===== config.mk =====
export PLATFORM = sky130hd
export DESIGN_NAME = axi_mram_dma_master
export DESIGN_NICKNAME = d
export VERILOG_FILES = /design/src/rtl/axi_mram_dma_master.sv
export SDC_FILE = /design/constraint.sdc
export NUM_CORES = 1
export LEC_CHECK = 0
export CORE_AREA = 2 2 137 139
export DETAILED_ROUTE_END_ITERATION = 16
export DIE_AREA = 0 0 139 141
export GPL_ROUTABILITY_DRIVEN = 1
export GPL_TIMING_DRIVEN = 0
export PLACE_DENSITY = 0.59
export REMOVE_ABC_BUFFERS = 1
export SLEW_MARGIN = 20
export SYNTH_ARGS = -nofsm -noshare
export SYNTH_HDL_FRONTEND = slang
export SYNTH_SLANG_ARGS = --single-unit

===== constraint.sdc =====
create_clock -name ACLK -period 2.9 [get_ports ACLK]
set_input_delay 0.58 -clock ACLK [delete_from_list [all_inputs] [get_ports ACLK]]
set_output_delay 0.58 -clock ACLK [all_outputs]
set_load 0.01 [all_outputs]

===== src/rtl/axi_mram_dma_master.sv =====
// axi_mram_dma_master: single-outstanding AXI4 INCR burst initiator between local
// valid/ready streams and the AXI MRAM slave, reporting response, error and stall status.
module axi_mram_dma_master #(
    parameter int ADDR_WIDTH    = 10,
    parameter int DATA_WIDTH    = 64,
    parameter int TIMEOUT_CYCLE = 10000
) (
    input  logic                  ACLK,
    input  logic                  ARESETN,
    input  logic                  CMD_VALID,
    output logic                  CMD_READY,
    input  logic                  CMD_WRITE,
    input  logic [ADDR_WIDTH-1:0] CMD_ADDR,
    input  logic [7:0]            CMD_LEN,
    input  logic [DATA_WIDTH-1:0] WR_DATA,
    input  logic                  WR_VALID,
    output logic                  WR_READY,
    output logic [DATA_WIDTH-1:0] RD_DATA,
    output logic                  RD_VALID,
    output logic                  RD_LAST,
    input  logic                  RD_READY,
    output logic [ADDR_WIDTH-1:0] M_AXI_AWADDR,
    output logic [7:0]            M_AXI_AWLEN,
    output logic [2:0]            M_AXI_AWSIZE,
    output logic [1:0]            M_AXI_AWBURST,
    output logic                  M_AXI_AWVALID,
    input  logic                  M_AXI_AWREADY,
    output logic [DATA_WIDTH-1:0] M_AXI_WDATA,
    output logic                  M_AXI_WLAST,
    output logic                  M_AXI_WVALID,
    input  logic                  M_AXI_WREADY,
    input  logic [1:0]            M_AXI_BRESP,
    input  logic                  M_AXI_BVALID,
    output logic                  M_AXI_BREADY,
    output logic [ADDR_WIDTH-1:0] M_AXI_ARADDR,
    output logic [7:0]            M_AXI_ARLEN,
    output logic [2:0]            M_AXI_ARSIZE,
    output logic [1:0]            M_AXI_ARBURST,
    output logic                  M_AXI_ARVALID,
    input  logic                  M_AXI_ARREADY,
    input  logic [DATA_WIDTH-1:0] M_AXI_RDATA,
    input  logic [1:0]            M_AXI_RRESP,
    input  logic                  M_AXI_RLAST,
    input  logic                  M_AXI_RVALID,
    output logic                  M_AXI_RREADY,
    output logic                  DONE,
    output logic [1:0]            RESP,
    output logic [3:0]            ERR_CODE,
    output logic                  STATUS_TIMEOUT
);
    localparam int SH = $clog2(DATA_WIDTH / 8);
    localparam int EW = ADDR_WIDTH + 9;
    localparam int TW = $clog2(TIMEOUT_CYCLE + 1);
    localparam logic [TW-1:0] TO = TW'(TIMEOUT_CYCLE);
    typedef enum logic [2:0] {IDLE, AW, W, B, AR, R, FIN} state_t;
    state_t state, state_nx;
    logic [ADDR_WIDTH-1:0] addr, aligned;
    logic [7:0] len, beat;
    logic [1:0] resp, in_resp;
    logic [3:0] err_code, err_ev;
    logic [TW-1:0] tcnt;
    logic [EW-1:0] end_addr;
    logic timeout_flag, accept, range_err, w_hs, b_hs, r_hs, stall, last_beat;
    assign aligned   = (CMD_ADDR >> SH) << SH;
    assign end_addr  = EW'(aligned) + ((EW'(CMD_LEN) + EW'(1)) << SH);
    assign range_err = end_addr > (EW'(1) << ADDR_WIDTH);
    assign accept    = CMD_VALID && state == IDLE;
    assign last_beat = beat == len;
    assign w_hs      = state == W && WR_VALID && M_AXI_WREADY;
    assign b_hs      = state == B && M_AXI_BVALID;
    assign r_hs      = state == R && M_AXI_RVALID && RD_READY;
    assign in_resp   = state == B ? M_AXI_BRESP : M_AXI_RRESP;
    assign stall = (state == AW && !M_AXI_AWREADY) || (state == AR && !M_AXI_ARREADY) ||
                   (state == W && WR_VALID && !M_AXI_WREADY) || (state == B && !M_AXI_BVALID) ||
                   (state == R && !M_AXI_RVALID);
    // Candidate error this cycle; only recorded if no earlier error is held.
    assign err_ev = (r_hs && M_AXI_RLAST && !last_beat) ? 4'd2 :
                    (r_hs && !M_AXI_RLAST && last_beat) ? 4'd3 :
                    (tcnt == TO) ? 4'd4 :
                    (state == FIN && resp != 2'b00) ? 4'd5 : 4'd0;
    always_comb begin
        state_nx = state;
        case (state)
            IDLE:    state_nx = !CMD_VALID ? IDLE : range_err ? FIN : CMD_WRITE ? AW : AR;
            AW:      state_nx = M_AXI_AWREADY ? W : AW;
            W:       state_nx = (w_hs && last_beat) ? B : W;
            B:       state_nx = M_AXI_BVALID ? FIN : B;
            AR:      state_nx = M_AXI_ARREADY ? R : AR;
            R:       state_nx = (r_hs && last_beat) ? FIN : R;
            default: state_nx = IDLE;
        endcase
    end
    always_ff @(posedge ACLK or negedge ARESETN) begin
        if (!ARESETN) begin
            state        <= IDLE;
            addr         <= '0;
            len          <= '0;
            beat         <= '0;
            resp         <= '0;
            err_code     <= '0;
            timeout_flag <= 1'b0;
            tcnt         <= '0;
        end else begin
            state <= state_nx;
            tcnt  <= !stall ? '0 : (tcnt == TO) ? tcnt : tcnt + 1'b1;
            if (accept) begin
                if (!range_err) begin
                    addr <= aligned;
                    len  <= CMD_LEN;
                end
                beat         <= '0;
                resp         <= range_err ? 2'b10 : 2'b00;
                err_code     <= range_err ? 4'd1 : 4'd0;
                timeout_flag <= 1'b0;
            end else begin
                if (w_hs || r_hs) beat <= beat + 1'b1;
                if ((b_hs || r_hs) && in_resp > resp) resp <= in_resp;
                if (err_code == 4'd0) err_code <= err_ev;
                if (tcnt == TO) timeout_flag <= 1'b1;
            end
        end
    end
    assign CMD_READY      = state == IDLE;
    assign M_AXI_AWADDR   = addr;
    assign M_AXI_AWLEN    = len;
    assign M_AXI_AWSIZE   = 3'(SH);
    assign M_AXI_AWBURST  = 2'b01;
    assign M_AXI_AWVALID  = state == AW;
    assign M_AXI_WDATA    = WR_DATA;
    assign M_AXI_WVALID   = state == W && WR_VALID;
    assign M_AXI_WLAST    = state == W && last_beat;
    assign WR_READY       = state == W && M_AXI_WREADY;
    assign M_AXI_BREADY   = state == B;
    assign M_AXI_ARADDR   = addr;
    assign M_AXI_ARLEN    = len;
    assign M_AXI_ARSIZE   = 3'(SH);
    assign M_AXI_ARBURST  = 2'b01;
    assign M_AXI_ARVALID  = state == AR;
    assign RD_DATA        = M_AXI_RDATA;
    assign RD_VALID       = state == R && M_AXI_RVALID;
    assign RD_LAST        = state == R && last_beat;
    assign M_AXI_RREADY   = state == R && RD_READY;
    assign DONE           = state == FIN;
    assign RESP           = resp;
    assign ERR_CODE       = err_code;
    assign STATUS_TIMEOUT = timeout_flag;
endmodule


==> run metrics, run 1 <==
commonest non-fill, non-tap cell in the layout=clkdlybuf4s50_1; std cell rows=50; worst skew pair latency=0.29 ns; Fmax=0.325 GHz; vias=2965; final period utilization=106%; PD cells=733 nW/µm²; Post-Synthesis Cells=463; CTS tree=done; Critical-path top delay cell=a2111oi_4; area of the multi-input gates=2000 µm²; die width=139 µm; Fill cells=1982; Final Hold Vio Count=0; first-pass GRT wire length=35.2 mm; vias per cell=4.63; largest net degree at the start of global routing=27; routability cong.=1.07; CTS Hold Bufs=0; share of cells above drive strength 1=19.4%; area delta synth->final=9.72%; Clock Tree Buf Depth=2; Critical Path Fanout Max=8; max_cap viols=0; WL met2=15.5 mm; asr flop ratio synth=100%; final wirelength=29.1 mm; commonest cells after routing, fill and taps aside=clkdlybuf4s50_1 (65), dfrtp_1 (46), nor2_1 (33), nand2_1 (23), xor2_1 (21); count of nets after finishing=585; Overflow after GRT=0; Total GRT Usage=28.8%; Routed Antenna Nets=0; register clock-pin slew on the reported worst setup and hold paths=0.07 ns; non-filler cells, final=641; HP Class=in -> async; area of the core=18300 µm²; crit-path max cell delay=0.37 ns; Slew HR=53.4%; TNS Setup=-2.89 ns; Setup CP Type=in -> reg; Mean Syn Cell Area=8.92 µm²; Clock Root Buffer=clkbuf_16; initial antenna violation count=0; die footprint=19600 µm²; Reg area=1150 µm²; Critical Path Source Type=input port; cells on worst reg2reg path=9; Critical Path, Cell by Cell=buf_12, ha_4, xor2_4, ha_4, a211oi_2, a21oi_2, or3_1, a2111oi_4, o221ai_4, nor2_4, buf_12, mux2_4; drt wl/cell=45.3 µm; Top Layer Used=met5; htree depth=2; Slew Limit Fails=0; clk sinks=46; Ant. Diodes=0; pre-CTS setup slack=-1.63 ns; I/O pin count=354; Unique masters post-synth=51; dominant synthesized flop cell=dfrtp_1; Metal-1 WL=4.13 mm; Slew @ Worst Pin=0.698 ns; failing checks=setup timing; HPWL after detailed placement=26.8 mm; CP Data Arrival Time=3.25 ns; cell area after synthesis=4130 µm²; Starting Density=22.6%; Syn. warnings=0; RSZ-0062 raised after global routing=true; final setup margin=-0.177 ns; leak pwr=1.85 nW; synthesized flop and latch total=46; Final Skew=0.00773 ns; Crit. End Element=flop; post-layout min period=3.08 ns; met3 WL=8.39 mm; port bufs=77; drt first pass iters=4; Final setup viols=20; DRT iter0 DRCs=133; DRC viols=0; Fin Hold WS=0.319 ns; Inserted Clock Buffers=5; Max VDD drop=0.429 mV; vias in the first global route=2743; Req. time, crit path=3.07 ns; placed insts=622; outcome=finished, violations left; die height=141 µm; post-synthesis sequential area ratio=27.9%; Post-synth EDFFs=0
## Yosys cell counts (4+ instances only)
cell / instances / share of area (%)
buf_4: 160 / 29
dfrtp_1: 46 / 28
nor2_1: 35 / 3.2
nand2_1: 24 / 2.2
xor2_1: 22 / 4.7
a21oi_1: 16 / 1.9
ha_1: 16 / 4.8
xnor2_1: 13 / 2.8
inv_1: 12 / 1.1
nand3_1: 12 / 1.5
mux2_4: 9 / 3.3
o21ai_0: 9 / 1.1
nand4_1: 8 / 1.2
mux2_2: 7 / 1.9
clkbuf_1: 6 / 0.55
nor3_1: 6 / 0.73
o21a_1: 5 / 0.91
and2_1: 4 / 0.61
and3_1: 4 / 0.61
or3_1: 4 / 0.61
## cell families after synthesis
| group | Yosys count | synth area share, % |
|---|---|---|
| buffers and inverters | 180 | 31.3 |
| and+or+nand+nor | 112 | 13.4 |
| AOI/OAI and AO/OA | 54 | 9.12 |
| DFF | 46 | 27.9 |
| xor gates and xnor gates | 35 | 7.42 |
| adders and majority gates | 17 | 5.33 |
| muxes | 17 | 5.42 |
| other | 2 | 0.182 |
## per-stage QoR
stage / instance area [µm²] / total power, mW / util (%)
3_5_place_dp: 4030 / 2.58 / 22.0
2_1_floorplan: 2940 / 1.76 / -
6_report: 4530 / 3.32 / 24.8
3_3_place_gp: 4000 / 2.57 / 21.9
4_1_cts: 4480 / 3.31 / 24.5
5_1_grt: 4530 / 3.51 / 24.8
## what timing repair did
| action | 4_1_cts | 5_1_grt |
|---|---|---|
| resized for setup | 72 | 19 |
| setup endpoints to repair | 22 | 22 |
| gates cloned | 1 | 0 |
| pin swaps | 13 | 9 |
| setup buffers | 10 | 2 |
## flip-flops by register name, summed over array words and instances (netlist names)
signal	count
beat	8
STATUS_TIMEOUT	1
RESP	2
state	3
tcnt	14
M_AXI_ARADDR	7
M_AXI_ARLEN	8
ERR_CODE	3
## final timing paths
check,start,endpoint,slack (ns)
min in group ACLK,STATUS_TIMEOUT,STATUS_TIMEOUT,0.50
hold / removal,ARESETN,M_AXI_ARADDR[8],0.32
setup / recovery,CMD_LEN[0],M_AXI_ARLEN[4],-0.18
setup reg to reg,state[2],RESP[1],0.51
max in group asynchronous,ARESETN,M_AXI_ARLEN[4],2.04
hold reg to reg,STATUS_TIMEOUT,STATUS_TIMEOUT,0.50
## power breakdown
part	switching [mW]	leakage [nW]	internal [mW]	total, mW
Clock	0.258	0.0708	0.320	0.579
Combinational	0.719	1.18	0.952	1.67
Sequential	0.249	0.601	0.823	1.07
Total	1.23	1.85	2.10	3.32
## per-layer routing
metal  vias up  global-route usage [%]
li1       1258                       -
met5         -                    3.26
met1      1327                    11.8
met4         2                    9.04
met2       343                    53.9
met3        35                    39.6
## critical path: cells and delay by family
family,cells,cell delay (ns)
compound gates,4,0.92
simple gates,2,0.54
buf+inv,2,0.28
fa+ha+maj,2,0.42
xor+xnor,1,0.20
mux,1,0.30
## cell type report
class                      count  share of cell area [%]
multi-input combinational    252                    44.0
inverter                      12                   0.994
tap                          234                    6.46
clock inverter                 2                   0.304
clock buffer                   6                    2.84
sequential                    46                    25.4
timing repair buffer          89                    20.0
Power figures use the tool's default switching activity.
==> run 2: changes to the inputs <==
--- a/config.mk
+++ b/config.mk
@@ -10,7 +10,6 @@
 export DIE_AREA = 0 0 139 141
 export GPL_ROUTABILITY_DRIVEN = 1
 export GPL_TIMING_DRIVEN = 0
-export PLACE_DENSITY = 0.59
 export REMOVE_ABC_BUFFERS = 1
 export SLEW_MARGIN = 20
 export SYNTH_ARGS = -nofsm -noshare
==> run 2 against run 1 <==
Against the previous run: setup slack lost 0.098 ns; design area is 0.52% higher; critical path type unchanged; combinational power barely moved; register-to-register slack got worse by 0.05 ns; the run still ends with setup timing left; largest power group unchanged; largest cell class unchanged; hold slack gained 0.0085 ns; first-iteration DRC count grew 2.3%.
==> run metrics, run 2 (synthesized netlist as in run 1, its figures left out) <==
placed inst area=4030 µm²; final wirelength=29.5 mm; Clock Root Buffer=clkbuf_16; I/O pin count=354; clock share of power=19.8%; outcome=finished, violations left; Critical Path Source Type=input port; clk sinks=46; Ant. Diodes=0; CP Data Arrival Time=3.36 ns; DRC viols=0; Slew Limit Fails=0; Overflow after GRT=0; Fmax=0.315 GHz; total chip power=3.42 mW; Clock Tree Buf Depth=2; Comb pwr share=49.0%; die height=141 µm; sequential fraction of design power=31.2%; vias=3034; final period utilization=109%; Total GRT Usage=29.1%; max_cap viols=0; Crit. End Element=flop; vias per cell=4.71; die footprint=19600 µm²; Inserted Clock Buffers=5; final core utilization=24.9%; die width=139 µm; commonest cells after routing, fill and taps aside=clkdlybuf4s50_1 (65), dfrtp_1 (46), nor2_1 (34), nand2_1 (23), xor2_1 (21); placed insts=622; HPWL after detailed placement=26.9 mm; vias in the first global route=2835; flip-flop count of the largest register after layout=14; RSZ-0062 raised after global routing=true; initial antenna violation count=0; first-pass GRT wire length=35.9 mm; commonest non-fill, non-tap cell in the layout=clkdlybuf4s50_1; DRT iter0 DRCs=136; Req. time, crit path=3.08 ns; std cell rows=50; final setup margin=-0.275 ns; htree depth=2; count of nets after finishing=588; Final Skew=0.00638 ns; Max VDD drop=0.446 mV; non-filler cells, final=644; Switching Fraction=36.4%; worst skew pair latency=0.30 ns; area delta synth->final=10.3%; Critical-path top delay cell=a2111oi_4; Critical Path Fanout Max=8; register clock-pin slew on the reported worst setup and hold paths=0.07 ns; drt wl/cell=45.8 µm; Worst Path Buf+Inv=2; share of cells above drive strength 1=19.0%; Final setup viols=18; post-layout min period=3.18 ns; leak pwr=1.87 nW; Internal=2.17 mW; Reg with most FFs=tcnt; drt first pass iters=4; delay-heaviest family, CP=compound AO/OA/AOI/OAI gates; crit-path max cell delay=0.40 ns; routability cong.=1.05; largest net degree at the start of global routing=28; port bufs=77; Slew @ Worst Pin=1.14 ns; Slew HR=23.6%; failing checks=setup timing; Design Area, Final=4560 µm²; Critical Path, Cell by Cell=buf_8, ha_4, xor2_4, ha_4, a211oi_4, a21oi_2, or3_4, a2111oi_4, o221ai_2, nor2_4, buf_12, mux2_2; HP Class=in -> async; Setup CP Type=in -> reg; Starting Density=22.6%; NetSw=1.24 mW; PD cells=750 nW/µm²; area of the core=18300 µm²; CP most frequent cell=ha_4; Routed Antenna Nets=0; Final Hold Vio Count=0; CTS tree=done
run 2: cell types whose count changed in the layout (fill, tap and decap cells not counted), sizes merged:
cell,previous run,this run
clkinv,2,0
bufinv,0,1
clkbuf,7,8
clkdlybuf4s18,0,1
clkinvlp,0,1
dlymetal6s2s,0,1
run 2: cell type report:
cell class | count | area [µm²]
clock buffer | 6 | 129
clock inverter | 2 | 37.5
fill | 1949 | 13700
inverter | 12 | 45.0
multi-input combinational | 252 | 1970
sequential | 46 | 1150
tap | 234 | 293
timing repair buffer | 92 | 935
run 2: worst paths after layout:
path / from / to / slack [ns] / cells past startpoint
max in group asynchronous: ARESETN / M_AXI_ARLEN[7] / 2.02 / 2
min: ARESETN / M_AXI_ARADDR[8] / 0.33 / 1
max: CMD_LEN[0] / M_AXI_ARLEN[0] / -0.28 / 12
max reg2reg: state[2] / RESP[1] / 0.46 / 9
min in group ACLK: STATUS_TIMEOUT / STATUS_TIMEOUT / 0.52 / 1
min reg2reg: STATUS_TIMEOUT / STATUS_TIMEOUT / 0.52 / 1
run 2: power by group through the flow:
stage / Clock (mW) / Combinational [mW] / Sequential [mW]
after global placement: 0 / 1.49 / 1.07
after CTS: 0.697 / 1.62 / 1.06
after floorplan: 0 / 0.625 / 1.13
after global routing: 0.717 / 1.78 / 1.10
after detailed placement: 0 / 1.50 / 1.07
final: 0.678 / 1.67 / 1.07
run 2: stage by stage:
stage          setup TNS [ns]  hold WS, ns  worst slack [ns]
3_3_place_gp           -37.77        0.489             -1.64
6_report                -4.24        0.327            -0.275
4_1_cts                 -5.36        0.342            -0.334
3_5_place_dp           -29.40        0.505             -1.64
5_1_grt                 -6.08        0.378            -0.376
2_1_floorplan           -7.28        0.284            -0.493
run 2: what timing repair did:
item,in CTS,in global routing
cloned,1,0
resized for setup,64,13
hold buffers,0,0
setup endpoints to repair,22,22
setup buffers,10,3
pin swaps,13,9
run 2: routing by layer:
layer / vias to the layer above / GRT usage (%) / routed length, µm
li1: 1264 / - / -
met3: 38 / 40.1 / 8470
met4: 4 / 9.73 / 1120
met5: - / 3.51 / 86
met1: 1352 / 11.5 / 4140
met2: 376 / 54.8 / 15700
